<file path="src/rtl/clock_time_setter.sv">
// Time-entry front end for the HH:MM:SS clock: conditions the set switch and keys,
// then runs the capture/edit/commit FSM that produces the Load strobe and blink mask.
module clock_time_setter #(
    parameter int DEBOUNCE_CYCLES = 1_000_000,
    parameter int BLINK_CYCLES    = 12_500_000,
    parameter int HOUR_MAX        = 23
) (
    input  logic        CLK_50_MHZ_GEN,
    input  logic        Reset,
    input  logic        Time_Set,
    input  logic        Key_Sel_n,
    input  logic        Key_Inc_n,
    input  logic [23:0] Cur_Time,
    output logic [23:0] Set_Time,
    output logic        Load,
    output logic        Edit_Active,
    output logic [5:0]  Blink_Mask
);

    localparam int DbWidth    = $clog2(DEBOUNCE_CYCLES + 1);
    localparam int BlinkWidth = $clog2(BLINK_CYCLES + 1);
    localparam logic [DbWidth-1:0]    DbLast     = DbWidth'(DEBOUNCE_CYCLES - 1);
    localparam logic [BlinkWidth-1:0] BlinkLast  = BlinkWidth'(BLINK_CYCLES - 1);
    localparam logic [7:0]            HourMaxBcd = 8'(((HOUR_MAX / 10) << 4) + (HOUR_MAX % 10));
    // Bit 0 is the set switch (idle low), bits 1/2 are the active-low keys (idle high).
    localparam logic [2:0]            IdleLevels = 3'b110;

    typedef enum logic [2:0] {
        IDLE,
        CAPTURE,
        EDIT_HR,
        EDIT_MIN,
        EDIT_SEC,
        COMMIT
    } stateT;

    stateT                 state;
    stateT                 nextState;
    logic [2:0]            rawIn;
    logic [2:0]            sync1;
    logic [2:0]            sync2;
    logic [2:0]            dbLevel;
    logic [2:0]            dbNext;
    logic [DbWidth-1:0]    dbCount [3];
    logic                  setRise;
    logic                  selPress;
    logic                  incPress;
    logic [23:0]           nextSetTime;
    logic                  blinkRestart;
    logic [BlinkWidth-1:0] blinkCount;
    logic                  blinkPhase;

    assign rawIn = {Key_Inc_n, Key_Sel_n, Time_Set};

    // Wraps to 00 at the field maximum, and also clears any invalid BCD value.
    function automatic logic [7:0] bcdInc(input logic [7:0] field, input logic [7:0] maxVal);
        logic [3:0] tens;
        logic [3:0] ones;
        tens = field[7:4];
        ones = field[3:0];
        if (tens > 4'd9 || ones > 4'd9 || field >= maxVal) begin
            return 8'h00;
        end
        if (ones == 4'd9) begin
            return {tens + 4'd1, 4'd0};
        end
        return {tens, ones + 4'd1};
    endfunction

    always_comb begin
        dbNext = dbLevel;
        for (int i = 0; i < 3; i++) begin
            if (sync2[i] != dbLevel[i] && dbCount[i] == DbLast) begin
                dbNext[i] = sync2[i];
            end
        end
    end

    // Events are registered alongside the new debounced level so both are seen in the same cycle.
    always_ff @(posedge CLK_50_MHZ_GEN or posedge Reset) begin
        if (Reset) begin
            sync1    <= IdleLevels;
            sync2    <= IdleLevels;
            dbLevel  <= IdleLevels;
            setRise  <= 1'b0;
            selPress <= 1'b0;
            incPress <= 1'b0;
            for (int i = 0; i < 3; i++) begin
                dbCount[i] <= '0;
            end
        end else begin
            sync1    <= rawIn;
            sync2    <= sync1;
            dbLevel  <= dbNext;
            setRise  <= ~dbLevel[0] & dbNext[0];
            selPress <= dbLevel[1] & ~dbNext[1];
            incPress <= dbLevel[2] & ~dbNext[2];
            for (int i = 0; i < 3; i++) begin
                if (sync2[i] == dbLevel[i] || dbCount[i] == DbLast) begin
                    dbCount[i] <= '0;
                end else begin
                    dbCount[i] <= dbCount[i] + DbWidth'(1);
                end
            end
        end
    end

    // Dropping the set switch wins over any key event arriving in the same cycle.
    always_comb begin
        nextState    = state;
        nextSetTime  = Set_Time;
        blinkRestart = 1'b0;
        unique case (state)
            IDLE: begin
                if (setRise) begin
                    nextState = CAPTURE;
                end
            end
            CAPTURE: begin
                nextSetTime = Cur_Time;
                nextState   = EDIT_HR;
            end
            EDIT_HR, EDIT_MIN, EDIT_SEC: begin
                if (!dbLevel[0]) begin
                    nextState = COMMIT;
                end else begin
                    if (incPress) begin
                        unique case (state)
                            EDIT_HR:  nextSetTime[23:16] = bcdInc(Set_Time[23:16], HourMaxBcd);
                            EDIT_MIN: nextSetTime[15:8]  = bcdInc(Set_Time[15:8], 8'h59);
                            default:  nextSetTime[7:0]   = bcdInc(Set_Time[7:0], 8'h59);
                        endcase
                    end
                    if (selPress) begin
                        blinkRestart = 1'b1;
                        unique case (state)
                            EDIT_HR:  nextState = EDIT_MIN;
                            EDIT_MIN: nextState = EDIT_SEC;
                            default:  nextState = EDIT_HR;
                        endcase
                    end
                end
            end
            COMMIT: begin
                nextState = IDLE;
            end
            default: begin
                nextState = IDLE;
            end
        endcase
    end

    always_ff @(posedge CLK_50_MHZ_GEN or posedge Reset) begin
        if (Reset) begin
            state       <= IDLE;
            Set_Time    <= '0;
            Load        <= 1'b0;
            Edit_Active <= 1'b0;
            blinkCount  <= '0;
            blinkPhase  <= 1'b0;
        end else begin
            state       <= nextState;
            Set_Time    <= nextSetTime;
            Load        <= (nextState == COMMIT);
            Edit_Active <= (nextState != IDLE);
            if (state == CAPTURE || blinkRestart) begin
                blinkCount <= '0;
                blinkPhase <= 1'b0;
            end else if (blinkCount == BlinkLast) begin
                blinkCount <= '0;
                blinkPhase <= ~blinkPhase;
            end else begin
                blinkCount <= blinkCount + BlinkWidth'(1);
            end
        end
    end

    always_comb begin
        Blink_Mask = '0;
        unique case (state)
            EDIT_HR:  Blink_Mask = {{2{blinkPhase}}, 4'b0000};
            EDIT_MIN: Blink_Mask = {2'b00, {2{blinkPhase}}, 2'b00};
            EDIT_SEC: Blink_Mask = {4'b0000, {2{blinkPhase}}};
            default:  Blink_Mask = '0;
        endcase
    end

endmodule

</file>
<file path="config.mk">
export PLATFORM = sky130hd
export DESIGN_NAME = clock_time_setter
export DESIGN_NICKNAME = d
export VERILOG_FILES = /design/src/rtl/clock_time_setter.sv
export SDC_FILE = /design/constraint.sdc
export NUM_CORES = 1
export LEC_CHECK = 0
export CELL_PAD_IN_SITES_DETAIL_PLACEMENT = 0
export CELL_PAD_IN_SITES_GLOBAL_PLACEMENT = 1
export CORE_MARGIN = 3
export CORE_UTILIZATION = 45
export DETAILED_ROUTE_END_ITERATION = 10
export GPL_TIMING_DRIVEN = 0
export PLACE_DENSITY_LB_ADDON = 0.1
export SLEW_MARGIN = 10
export SYNTH_ARGS = -nofsm -noshare
export SYNTH_HDL_FRONTEND = slang
export SYNTH_SLANG_ARGS = --single-unit
</file>
<file path="constraint.sdc">
create_clock -name CLK_50_MHZ_GEN -period 5.5 [get_ports CLK_50_MHZ_GEN]
set_clock_uncertainty 0.05 [all_clocks]
set_input_delay 0.825 -clock CLK_50_MHZ_GEN [delete_from_list [all_inputs] [get_ports CLK_50_MHZ_GEN]]
set_output_delay 0.825 -clock CLK_50_MHZ_GEN [all_outputs]
set_load 0.02 [all_outputs]
</file>
==> results of run 1 <==
state kept, by name, summed over array words and instances (netlist names), 3 cells and up:
name	cells
dbCount	60
Set_Time	24
blinkCount	24
dbLevel	3
state	3
sync1	3
sync2	3
worst min path at each step:
stage	to	slack [ns]	depth (start not counted)
floorplan	sync2[0]	0.28	0
global placement	sync2[2]	0.30	0
detailed placement	sync2[1]	0.30	0
CTS	sync2[1]	0.31	0
global route	sync2[2]	0.31	0
finish	sync2[2]	0.30	0
cells by family (layout without fill, tap and decap cells):
kind of cell             after synthesis  in the layout
AND/OR/NAND/NOR                      310            310
adder cells (fa/ha/maj)               13             13
flip-flops                           126            126
AO/OA/AOI/OAI                         80             80
buffers and inverters                 45            138
XOR/XNOR                              80             80
multiplexers                           7              7
cell usage in the layout (no fill, tap or decap), types with 19 or more instances in the layout:
master	n
sky130_fd_sc_hd__dfrtp_1	120
sky130_fd_sc_hd__nor2_1	108
sky130_fd_sc_hd__clkdlybuf4s50_1	60
sky130_fd_sc_hd__xor2_1	54
sky130_fd_sc_hd__nand2_1	52
sky130_fd_sc_hd__nand3_1	43
sky130_fd_sc_hd__xnor2_1	26
sky130_fd_sc_hd__a21oi_1	22
sky130_fd_sc_hd__inv_1	21
sky130_fd_sc_hd__and3_1	19
worst register-to-register path: stages (launching register included):
cell and delay [ns]:
sky130_fd_sc_hd__dfrtp_1 0.41, sky130_fd_sc_hd__ha_1 0.24, sky130_fd_sc_hd__nand2_1 0.09, sky130_fd_sc_hd__nor2_1 0.37, sky130_fd_sc_hd__and3_1 0.27, sky130_fd_sc_hd__or2_1 0.10
sky130_fd_sc_hd__buf_4 0.16, sky130_fd_sc_hd__buf_4 0.19, sky130_fd_sc_hd__nor2_1 0.06
power by group through the flow:
stage	Clock (W)	Combinational (W)	Sequential, W
6_report	0.00110	0.0000673	0.000945
5_1_grt	0.00118	0.0000771	0.000946
4_1_cts	0.00113	0.0000701	0.000944
3_5_place_dp	0	0.0000695	0.000961
3_3_place_gp	0	0.0000654	0.000961
2_1_floorplan	0	0.0000352	0.000959
through the flow:
stage	setup WS [ns]	TNS, ns	total power [W]	instance area (um^2)	std cells
floorplan	1.279	0	0.0009939	6494	661
global placement	-0.5185	-61.25	0.001026	7320	901
detailed placement	2.866	0	0.001030	7352	902
CTS	2.418	0	0.002146	7939	934
global route	2.343	0	0.002200	7939	934
finish	2.463	0	0.002115	7939	934
final cells by class:
cell class                 instances  area [um^2]  area share
sequential                       126         3161      0.3981
inverter                          22        87.58     0.01103
tap                              180        225.2     0.02837
buffer                            23        148.9     0.01875
timing repair buffer              61        628.1     0.07912
multi-input combinational        490         3102      0.3907
clock inverter                    10        112.6     0.01418
clock buffer                      22        474.2     0.05973
routing by layer:
layer,up-vias,wire length [um]
met4,0,150
met3,16,493
met5,-,0
met2,95,6466
met1,2452,6476
li1,2453,-
==> impl_summary.log, run 1 <==
INFO  metric switching_share = 0.2114
INFO  metric timing.slew.headroom = 0.5185
INFO  metric async_flop_share = 1.000
INFO  metric outcome = completed
INFO  metric min-delay-path-class = reg2reg
INFO  metric power.net_switching = 0.0004473 W
INFO  metric cts_sinks = 126
INFO  metric syn_area = 0.006494 mm^2
INFO  metric cts_post_setup_buffers_inserted = 0
INFO  metric drt_wl_total = 13590 um
INFO  metric synth-main-ff-cell = sky130_fd_sc_hd__dfrtp_1
INFO  metric path_max_fanout = 8
INFO  metric yosys.area_share.simple = 0.2424
INFO  metric placeableCoreArea = 0.01399 mm^2
INFO  metric post_synthesis_xor_xnor_area_fraction = 0.1079
INFO  metric area_share_of_the_leading_cell_type_in_the_synthesized_netlist = 0.4624
INFO  metric yosys-top-cells-count = sky130_fd_sc_hd__dfrtp_1 (120), sky130_fd_sc_hd__nor2_1 (108), sky130_fd_sc_hd__xor2_1 (54)
INFO  metric width_of_the_die = 126.1 um
INFO  metric clk_latency = 0.41 ns
INFO  metric number_of_flops_mapped_to_enable_cells_by_yosys = 0
INFO  metric antenna_found_initial = 0
INFO  metric gp_congestion = 0.8201
INFO  metric critPathCapture = Blink_Mask[1]
INFO  metric row_count = 43
INFO  metric global_route.peak_usage_layer = met2
INFO  metric root_buffer_cell = sky130_fd_sc_hd__clkbuf_16
INFO  metric top_level_ports = 61
INFO  metric filler_cell_count = 1239
INFO  metric h-tree-depth = 4
INFO  metric drt_pre_antenna_iters = 4
INFO  metric worst-path-stages = 5
INFO  metric synthesized_area_fraction_occupied_by_adder_cells = 0.02505
INFO  metric worst-path-buf-inv = 3
INFO  metric grt_start_max_net_pins = 90
INFO  metric share_seq_of_total_power = 0.447
INFO  metric cts_hold_buf = 0
INFO  metric final_core_util = 0.5675
INFO  metric synth_cells = 661
INFO  metric post_route_cells_drive_above_1_share = 0.1061
INFO  metric critical_path.cell_chain = buf_6, nor3b_4, and2_1, buf_4, clkdlybuf4s50_1
INFO  metric synthTopCellsByArea = sky130_fd_sc_hd__dfrtp_1 (46%), sky130_fd_sc_hd__xor2_1 (7.3%), sky130_fd_sc_hd__nor2_1 (6.2%), sky130_fd_sc_hd__xnor2_1 (3.5%), sky130_fd_sc_hd__nand3_1 (3.3%)
INFO  metric synth.largest_area_cell = sky130_fd_sc_hd__dfrtp_1
INFO  metric mean_number_of_vias_per_cell = 5.370
INFO  metric synth_cell_type_count = 70
INFO  metric timing.critical_path.arrival = 2.16 ns
INFO  metric finalMaxSlewViolations = 0
INFO  metric critPathMaxStageDelay = 0.59 ns
INFO  metric total_congestion_overflow_after_global_routing = 0
INFO  metric synth_top_family_by_area = simple AND/OR/NAND/NOR gates
INFO  metric cts_buffers = 17
INFO  metric timing.critical_path.from = state[1]
INFO  metric power.static_leakage = 3.525 nW
INFO  metric setup.worst_path.start_class = flop
INFO  metric hold_path.startpoint = sync1[2]
INFO  metric path_delay_family = buffers and inverters
INFO  metric drt_drc_violations_left = 0
INFO  metric cts-resized-gates = 0
INFO  metric r2r.worst_path.cells = 8
INFO  metric required = 4.62 ns
INFO  metric worstReg2RegStart = dbCount[0]
INFO  metric grt_util_all_layers = 0.1823
INFO  metric ys_warn_count = 0
INFO  metric die_height = 126.1 um
INFO  metric cts.reportedPaths.clkPinSlew = 0.06 ns
INFO  metric crit-reg2reg-capture = dbCount[14]
INFO  metric grt_pass1_wl = 23940 um
INFO  metric setup-violations-final = 0
INFO  metric synth_compound_area_frac = 0.09056
INFO  metric finalHoldViolCount = 0
INFO  metric port_buffers = 60
INFO  metric ant_nets = 0
INFO  metric synthesis.nets = 703
INFO  metric post-synth-top-count-cell = sky130_fd_sc_hd__dfrtp_1
INFO  metric met1_capacity_usage_during_global_routing = 0.2480
INFO  metric ys_seq_area_frac = 0.4867
INFO  metric finalHoldWorstSlack = 0.3049 ns
INFO  metric global_route.usage.met3 = 0.04156
INFO  metric dp_hpwl = 9327 um
INFO  metric postSynthRegisterBits = 126
INFO  metric first_global_vias = 4982
INFO  metric pwr-share-clk = 0.522
INFO  metric intPower = 0.001668 W
INFO  metric finalNetCount = 783
INFO  metric syn_area_per_cell = 9.824 um^2
INFO  metric critical-path-slowest-cell = sky130_fd_sc_hd__clkdlybuf4s50_1
INFO  metric critical_path.endpoint_type = output port
INFO  metric share_comb_of_total_power = 0.032
INFO  metric tritoncts = built
INFO  metric areal_power_density_over_the_cells = 266.5 mW/mm^2
INFO  metric starting_density = 0.4642
INFO  metric area.growth.synth_to_final = 22.25%
INFO  metric worstSetupPathType = reg2out
INFO  metric max-clock-path-buffers = 2
INFO  metric diodes = 0
INFO  metric use_met2 = 0.2901
INFO  metric worstMarginPinSlew = 0.7162 ns
INFO  metric finalCriticalPeriod = 3.037 ns
INFO  metric max_freq = 0.3293 GHz
INFO  metric drv.max_cap_violation_count = 0
INFO  metric worst_ir_drop_vdd = 255.9 uV
INFO  metric rsz0062_at_grt = no
INFO  metric detail_route.iter0.violations = 339
INFO  metric die_area = 0.01591 mm^2
INFO  metric muxShareOfSynthArea = 0.01175
INFO  metric route.detailed.wl_per_inst = 14.55 um
INFO  metric timing.reg2reg.setup_slack = 3.45 ns
INFO  metric route.vias.total = 5016
INFO  metric post-route-period-util = 0.5522
(Power assumes the default switching activity.)
==> inputs of run 2 (changes only) <==
Clock period 5.5 ns to 2.9 ns, I/O delays scaled along.
==> run 2 against run 1 <==
Compared with the run above:
- setup slack worse by 2.2 ns
- critical path type unchanged
- register-to-register slack worse by 2.6 ns
- highest routed layer unchanged
- via count is 0.12% lower
- largest cell class unchanged
- power is 85% higher
- cell count is 0.32% higher
==> impl_summary.log, run 2 (synthesis gave the netlist of run 1 again) <==
INFO  metric grt_pass1_wl = 23660 um
INFO  metric cts_sinks = 126
INFO  metric drv.max_cap_violation_count = 0
INFO  metric cts_buffers = 17
INFO  metric r2r.worst_path.cells = 7
INFO  metric setup.worst_path.start_class = flop
INFO  metric layout.cell_area.non_filler = 0.007966 mm^2
INFO  metric post-place-cells = 905
INFO  metric diodes = 0
INFO  metric port_buffers = 60
INFO  metric grt_util_all_layers = 0.1794
INFO  metric crit-reg2reg-capture = dbCount[38]
INFO  metric timing.slew.headroom = 0.4962
INFO  metric rsz0062_at_grt = no
INFO  metric layout_common_cells = sky130_fd_sc_hd__dfrtp_1 (120), sky130_fd_sc_hd__nor2_1 (108), sky130_fd_sc_hd__clkdlybuf4s50_1 (60), sky130_fd_sc_hd__xor2_1 (54), sky130_fd_sc_hd__nand2_1 (52)
INFO  metric largest_regs = dbCount: 60 flops, Set_Time: 24 flops, blinkCount: 24 flops
INFO  metric row_count = 43
INFO  metric die_area = 0.01591 mm^2
INFO  metric top_level_ports = 61
INFO  metric antenna_found_initial = 0
INFO  metric h-tree-depth = 4
INFO  metric root_buffer_cell = sky130_fd_sc_hd__clkbuf_16
INFO  metric detail_route.iter0.violations = 248
INFO  metric drt_wl_total = 13580 um
INFO  metric area.growth.synth_to_final = 22.68%
INFO  metric required = 2.41 ns
INFO  metric post-route-period-util = 0.9128
INFO  metric timing.reg2reg.setup_slack = 0.82 ns
INFO  metric mean_number_of_vias_per_cell = 5.347
INFO  metric use_met2 = 0.2936
INFO  metric global_route.usage.met3 = 0.04156
INFO  metric route.detailed.wl_per_inst = 14.49 um
INFO  metric timing.critical_path.arrival = 2.16 ns
INFO  metric cts_hold_buf = 0
INFO  metric worstReg2RegStart = dbCount[20]
INFO  metric max-clock-path-buffers = 2
INFO  metric dp_hpwl = 9675 um
INFO  metric ant_nets = 0
INFO  metric drt_pre_antenna_iters = 4
INFO  metric drt_drc_violations_left = 0
INFO  metric tritoncts = built
INFO  metric timing.critical_path.from = state[1]
INFO  metric max_freq = 0.3778 GHz
INFO  metric finalNetCount = 786
INFO  metric power.static_leakage = 3.535 nW
INFO  metric cts.reportedPaths.clkPinSlew = 0.06 ns
INFO  metric worst_ir_drop_vdd = 382.9 uV
INFO  metric placed_cell_area = 0.007403 mm^2
INFO  metric starting_density = 0.4642
INFO  metric first_global_vias = 5034
INFO  metric finalMaxSlewViolations = 0
INFO  metric placeableCoreArea = 0.01399 mm^2
INFO  metric worstMarginPinSlew = 0.7495 ns
INFO  metric path_max_fanout = 8
INFO  metric clk_latency = 0.41 ns
INFO  metric post_route_cells_drive_above_1_share = 0.1083
INFO  metric min-delay-path-class = in2async
INFO  metric mostFrequentLayoutCell = sky130_fd_sc_hd__dfrtp_1
INFO  metric setup-violations-final = 0
INFO  metric grt_start_max_net_pins = 33
INFO  metric outcome = completed
INFO  metric total_congestion_overflow_after_global_routing = 0
INFO  metric gp_congestion = 0.8268
INFO  metric finalHoldViolCount = 0
INFO  metric cts-resized-gates = 0
INFO  metric final_cells = 937
INFO  metric met1_capacity_usage_during_global_routing = 0.2367
INFO  metric filler_cell_count = 1253
INFO  metric critical_path.endpoint_type = output port
INFO  metric width_of_the_die = 126.1 um
INFO  metric largest_reg_flops = 60
INFO  metric global_route.peak_usage_layer = met2
INFO  metric worstSetupPathType = reg2out
INFO  metric regMostFlops = dbCount
INFO  metric route.vias.total = 5010
INFO  metric areal_power_density_over_the_cells = 490.6 mW/mm^2
INFO  metric critPathCapture = Blink_Mask[1]
INFO  metric finalCriticalPeriod = 2.647 ns
INFO  metric die_height = 126.1 um
INFO  metric cts_post_setup_buffers_inserted = 0
run 2: cell types whose count changed in the layout (fill, tap and decap cells not counted), sizes merged:
cell / delta
buf: +3
clkinv: -3
bufinv: -2
clkinvlp: +1
clkbuf: +5
inv: -1
run 2: cell type report:
class	count	area, um^2	area share
multi-input combinational	490	3102	0.3894
inverter	22	86.33	0.01084
buffer	23	148.9	0.01869
clock buffer	27	533.0	0.06691
sequential	126	3161	0.3967
timing repair buffer	64	680.7	0.08544
clock inverter	5	30.03	0.003769
tap	180	225.2	0.02827
run 2: worst min-delay path by stage:
stage | start | end | slack [ns]
finish | Reset | dbCount[26] | 0.29
global placement | sync1[0] | sync2[0] | 0.29
floorplan | sync1[0] | sync2[0] | 0.28
CTS | Reset | dbCount[27] | 0.28
global route | Reset | dbCount[39] | 0.31
detailed placement | sync1[1] | sync2[1] | 0.30
run 2: where the power goes:
group | internal, W | switching [W] | leakage (nW)
logic | 0.0000657 | 0.0000720 | 1.61
clock network | 0.00125 | 0.000731 | 0.275
registers | 0.00178 | 0.0000149 | 1.65
total | 0.00309 | 0.000818 | 3.54
run 2: critical path, stage by stage, from the launching register on:
cell                              delay (ns)
sky130_fd_sc_hd__dfrtp_1                0.37
sky130_fd_sc_hd__buf_6                  0.14
sky130_fd_sc_hd__nor3b_4                0.33
sky130_fd_sc_hd__and2_1                 0.22
sky130_fd_sc_hd__buf_4                  0.11
sky130_fd_sc_hd__clkdlybuf4s50_1        0.58
run 2: metrics by stage:
stage               power [W]  worst slack (ns)  utilization  hold WS [ns]  setup TNS [ns]
detailed placement   0.001962            0.6800       0.5292        0.2968               0
CTS                  0.003955            0.2309       0.5695        0.2801               0
floorplan            0.001886            0.8666            -        0.2812               0
global placement     0.001946           -0.3074       0.5235        0.2852          -36.23
global route         0.004055            0.1933       0.5695        0.3100               0
finish               0.003908            0.2530       0.5695        0.2875               0
run 2: per-layer routing:
metal  vias up  routed length, um
met1      2432               6350
li1       2456                  -
met2        98               6466
met3        24                531
met4         0                229
met5         -                  0
==> inputs of run 3 (changes only) <==
Settings changed: TNS_END_PERCENT set to 50.
==> results of run 3 <==
The final DEF is identical to that of run 2; final timing and power are the same.
